$ cat src/rtl/parity_serializer_pkg.sv
// Shared definitions for the serial-parity blocks.
//   state_t      : serializer FSM state encoding (IDLE, DATA, PAR)
//   EVEN_PARITY  : parity-sense constant, frame carries an even number of ones
//   ODD_PARITY   : parity-sense constant, frame carries an odd number of ones
package parity_serializer_pkg;

  typedef enum logic [1:0] {
    IDLE = 2'd0,
    DATA = 2'd1,
    PAR  = 2'd2
  } state_t;

  localparam bit EVEN_PARITY = 1'b1;
  localparam bit ODD_PARITY  = 1'b0;

endpackage

$ cat src/rtl/parity_serializer_acc.sv
// parity_acc: running-parity flip-flop for the serializer.
//   clock   : system clock
//   reset   : asynchronous active-high reset, clears parity
//   clear   : synchronous clear (start of a new frame)
//   enable  : fold bit_in into the running parity this cycle
//   bit_in  : bit being transmitted
//   parity  : XOR of all bits folded in since the last clear
module parity_acc (
  input  logic clock,
  input  logic reset,
  input  logic clear,
  input  logic enable,
  input  logic bit_in,
  output logic parity
);

  always_ff @(posedge clock or posedge reset) begin
    if (reset) begin
      parity <= 1'b0;
    end else if (clear) begin
      parity <= 1'b0;
    end else if (enable) begin
      parity <= parity ^ bit_in;
    end
  end

endmodule

$ cat src/rtl/parity_serializer.sv
// parity_serializer: sends an N-bit word LSB first followed by one parity bit.
//   clock     : system clock, all state changes on posedge
//   reset     : asynchronous active-high reset
//   data_in   : parallel word to transmit
//   valid_in  : data_in holds a word to send
//   ready_out : a word is accepted this cycle (IDLE or PAR)
//   ser_out   : serial frame bit, 0 when ser_valid is low
//   ser_valid : ser_out carries a frame bit
//   ser_last  : ser_out carries the parity bit (last bit of the frame)
// Parameters: N data width (>= 1), EVEN parity sense (1 even, 0 odd).
module parity_serializer
  import parity_serializer_pkg::*;
#(
  parameter int unsigned N    = 8,
  parameter bit          EVEN = EVEN_PARITY
) (
  input  logic         clock,
  input  logic         reset,
  input  logic [N-1:0] data_in,
  input  logic         valid_in,
  output logic         ready_out,
  output logic         ser_out,
  output logic         ser_valid,
  output logic         ser_last
);

  localparam int unsigned CW = $clog2(N) + 1;

  state_t         state;
  state_t         state_nxt;
  logic [N-1:0]   shreg;
  logic [CW-1:0]  cnt;
  logic           par;
  logic           xfer;
  logic           last_bit;
  logic           in_data;

  // ready_out depends on state only, so xfer never feeds back into outputs
  assign xfer     = valid_in && ready_out;
  assign in_data  = (state == DATA);
  assign last_bit = (cnt == CW'(N - 1));

  always_ff @(posedge clock or posedge reset) begin
    if (reset) begin
      state <= IDLE;
    end else begin
      state <= state_nxt;
    end
  end

  always_comb begin
    state_nxt = state;
    ready_out = 1'b0;
    ser_valid = 1'b0;
    ser_last  = 1'b0;
    ser_out   = 1'b0;
    unique case (state)
      IDLE: begin
        ready_out = 1'b1;
        if (valid_in) begin
          state_nxt = DATA;
        end
      end
      DATA: begin
        ser_valid = 1'b1;
        ser_out   = shreg[0];
        if (last_bit) begin
          state_nxt = PAR;
        end
      end
      PAR: begin
        ready_out = 1'b1;
        ser_valid = 1'b1;
        ser_last  = 1'b1;
        ser_out   = par ^ !EVEN;
        // a word offered during the parity bit starts the next frame without a gap
        state_nxt = valid_in ? DATA : IDLE;
      end
      default: begin
        state_nxt = IDLE;
      end
    endcase
  end

  always_ff @(posedge clock or posedge reset) begin
    if (reset) begin
      shreg <= '0;
      cnt   <= '0;
    end else if (xfer) begin
      shreg <= data_in;
      cnt   <= '0;
    end else if (in_data) begin
      shreg <= shreg >> 1;
      cnt   <= cnt + 1'b1;
    end
  end

  parity_acc u_parity_acc (
    .clock  (clock),
    .reset  (reset),
    .clear  (xfer),
    .enable (in_data),
    .bit_in (shreg[0]),
    .parity (par)
  );

endmodule

$ cat config.mk
export PLATFORM = sky130hd
export DESIGN_NAME = parity_serializer
export DESIGN_NICKNAME = d
export VERILOG_FILES = /design/src/rtl/parity_serializer_pkg.sv /design/src/rtl/parity_serializer_acc.sv /design/src/rtl/parity_serializer.sv
export SDC_FILE = /design/constraint.sdc
export NUM_CORES = 1
export LEC_CHECK = 0
export CORE_UTILIZATION = 34
export DETAILED_ROUTE_END_ITERATION = 8
export DONT_BUFFER_PORTS = 1
export GPL_ROUTABILITY_DRIVEN = 0
export PLACE_DENSITY = 0.46
export SKIP_LAST_GASP = 1
export SLEW_MARGIN = 15
export SYNTH_ARGS = -nofsm -noshare
export SYNTH_HDL_FRONTEND = slang
export SYNTH_SLANG_ARGS = --single-unit
$ cat constraint.sdc
create_clock -name clock -period 1.65 [get_ports clock]
set_input_delay 0.2475 -clock clock [delete_from_list [all_inputs] [get_ports clock]]
set_output_delay 0.2475 -clock clock [all_outputs]
set_load 0.02 [all_outputs]
==> metrics.yaml, run 1 <==
power_and_ir_drop:
  switchingPower_mw: 0.7158
  leakagePower_nw: 0.4391
  pwr-share-seq_pct: 34.4
  ir_worst_vdd_v: 0.0007984
  power_frac_clock_pct: 11.8
  combPwrFrac_pct: 53.7
  cellPowerDensity_nw_per_um2: 1912
  intPower_mw: 1.074
  switching_share_pct: 40.00
synth:
  ys_ff_latch: 15
  ys_types: 21
  synth_common_cells: "15 x dfrtp_1, 12 x nand2_1, 8 x ha_1, 8 x mux2i_1, 7 x o21ai_1"
  synth_top_area_cell: "dfrtp_1"
  syn_nets: 97
  synthArstFlopShare_pct: 100.0
  synthesis.area_um2: 815.8
  ys.flop_type: "dfrtp_1"
  yosys_warnings: 0
  synth.area.top_cells: "dfrtp_1 46%, ha_1 12%, mux2i_1 9.8%"
  syn_avg_cell_area_um2: 10.46
  synth_edf_count: 0
  synth_top_area_share_pct: 46.01
  synth_cells: 78
  synth.most_common_cell: "dfrtp_1"
  yosysSeqAreaShare_pct: 46.01
cts:
  clk_latency_ps: 280
  tritoncts: "built"
  cts-root-buf: "clkbuf_4"
  htree_levels: 1
  cts_inserted_buffers: 3
  cts.sinks: 15
  cts_buffer_depth: 2
  clk_pin_slew_worst_paths_ps: 100
critical_path:
  r2r_setup_slack_ps: 230
  cp-endpoint: "ready_out"
  crit_chain: "buf_4 > ha_1 > or2_4"
  r2r-start: "state[1]$_DFFE_PP0P_"
  path_delay_family: "flip-flops"
  worst_setup_path_start_kind: "flip-flop"
  r2r_cells: 5
  cp.required_ps: 1400
  cp_slowest_cell: "dfrtp_1"
  crit_fanout: 4
  crit_path_start: "state[1]$_DFFE_PP0P_"
  crit_path_max_incr_delay_ps: 400
  r2r_end: "shreg[6]$_DFFE_PP0P_"
  endpoint_kind: "primary output"
  critical_path_class: "flip-flop to primary output"
  path_buf_inv: 1
  path_depth: 3
  cp_data_arrival_time_ps: 1340
sta:
  tns_ps: 0
  setup_viol: 0
  worst_slew_pin_slew_ps: 564.9
  post-route-min-period_ps: 1583
  post-route-period-util_pct: 95.97
  slew_viol_final: 0
  finalHoldViolCount: 0
  rsz0062_at_grt: "true"
  slew_headroom_pct: 62.30
  finalClockSkew_ps: 6.648
  fmax_mhz: 631.5
grt:
  antenna_found_initial: 0
  grt_first_pass_wirelength_um: 2311
  grt.overflow.total: 0
  grt_pass1_vias: 544
  grt_max_degree: 21
  grt_use_total_pct: 12.67
hold_path:
  hold_class: "input port to flip-flop"
  hold_path.startpoint: "data_in[7]"
  worstHoldPathCells: 2
final_layout:
  drive_above_1_share_pct: 21.84
  diodes: 0
  utilization_pct: 41.90
  area_growth_pct: 14.72
  nNetsFinal: 107
routing:
  drtIter0Drc: 1
  drc: 0
  finalWirelength_um: 1359
  post_drt_wl_per_cell_um: 11.82
  drtPass1Iterations: 3
  dr_total_vias: 533
  viasPerCell: 4.635
  postRouteAntennaNets: 0
die:
  fp.coreArea_um2: 2233
  die_w_um: 50.99
  die_h_um: 50.99
  dieArea_um2: 2599
  io_pins: 15
  row_count: 17
  initial_core_util_pct: 36.53
run_status:
  outcome: "finished clean"
run:
  max_cap_violations: 0
placement:
  dp_hpwl_um: 973.3
  port_buffers: 0
## through the flow
step           instance area, um^2  std cells  setup WS, ps  total power [mW]  hold slack (ps)
6_report                     935.9        115         66.57             1.790            73.70
5_1_grt                      935.9        115        -29.56             1.954            64.66
4_1_cts                      932.1        115        -6.806             1.801            60.57
3_5_place_dp                 874.6        109         30.13             1.529            228.9
3_3_place_gp                 874.6        109         69.30             1.519            236.6
2_1_floorplan                815.8         78         118.8             1.327            149.0
## layer usage
| layer | up-vias | GRT usage (%) | routed length [um] |
|---|---|---|---|
| met2 | 11 | 19.96 | 591 |
| met1 | 243 | 15.27 | 688 |
| li1 | 277 | - | - |
| met5 | - | 0 | 0 |
| met4 | 0 | 8.333 | 17 |
| met3 | 2 | 2.976 | 61 |
## flip-flops by register name, indices dropped and copies added (netlist names)
register             count
shreg                    8
u_parity_acc.parity      1
state                    2
cnt                      4
## cells in the final DEF, fill, tap and decap left out
master          n
ha_4            1
dfrtp_1        15
nand3b_1        2
or2_4           1
a21oi_2         1
o21ai_0         1
inv_1           1
clkinv_2        1
o21a_2          1
inv_2           2
mux2_2          2
o21ai_1         7
ha_1            7
nand2_1        12
xnor2_1         1
buf_4           7
mux2i_1         8
clkbuf_4        3
a21oi_1         1
nand4_1         1
a21boi_1        1
xor2_1          3
nor2b_1         1
nor2_1          6
dlygate4sd3_1   1
## power groups by stage
stage | registers, mW | logic (mW) | clock network [mW]
3_5_place_dp | 0.627 | 0.902 | 0
6_report | 0.616 | 0.962 | 0.211
5_1_grt | 0.639 | 1.08 | 0.236
4_1_cts | 0.613 | 0.963 | 0.225
2_1_floorplan | 0.613 | 0.714 | 0
3_3_place_gp | 0.624 | 0.895 | 0
## cells by family (layout without fill, tap and decap cells)
group	Yosys count	after routing	share of synthesized area, %
AOI/OAI and AO/OA	12	12	8.435
buffers and inverters	6	15	3.988
and+or+nand+nor	23	23	12.42
DFF	15	15	46.01
xor gates and xnor gates	4	4	4.295
muxes	10	10	12.58
adders and majority gates	8	8	12.27
## how the worst min path moves through the flow
stage	to
2_1_floorplan	cnt[0]$_DFFE_PP0P_
3_3_place_gp	state[0]$_DFFE_PP0P_
3_5_place_dp	state[0]$_DFFE_PP0P_
4_1_cts	shreg[7]$_DFFE_PP0P_
5_1_grt	shreg[4]$_DFFE_PP0P_
6_report	shreg[7]$_DFFE_PP0P_
## what timing repair did
action                                 in CTS  in global routing
endpoints found under the hold margin      15                  0
hold buffers                                1                  0
resized for setup                           2                  4
cloned                                      0                  0
setup endpoints to repair                   1                 15
buffers inserted                            1                  0
## layout make-up
type                            count  area, um^2
Fill cell                         241        1297
Multi-Input combinational cell     57       424.2
Sequential cell                    15       375.4
Timing Repair Buffer                8       62.56
Tap cell                           28       35.03
Clock buffer                        3       22.52
Inverter                            3       11.26
Clock inverter                      1       5.005
## worst register-to-register path, stage by stage, from the launching register on
cell     delay (ps)
dfrtp_1         400
buf_4           150
ha_1            220
o21a_2          350
nand2_1         130
o21ai_1          60
No activity file was read; power rests on OpenSTA's default activity.
==> run 2, diff against run 1 <==
SLEW_MARGIN = 20   (was 15)
==> results of run 2 <==
No change in the layout: final DEF, timing and power equal those of run 1.
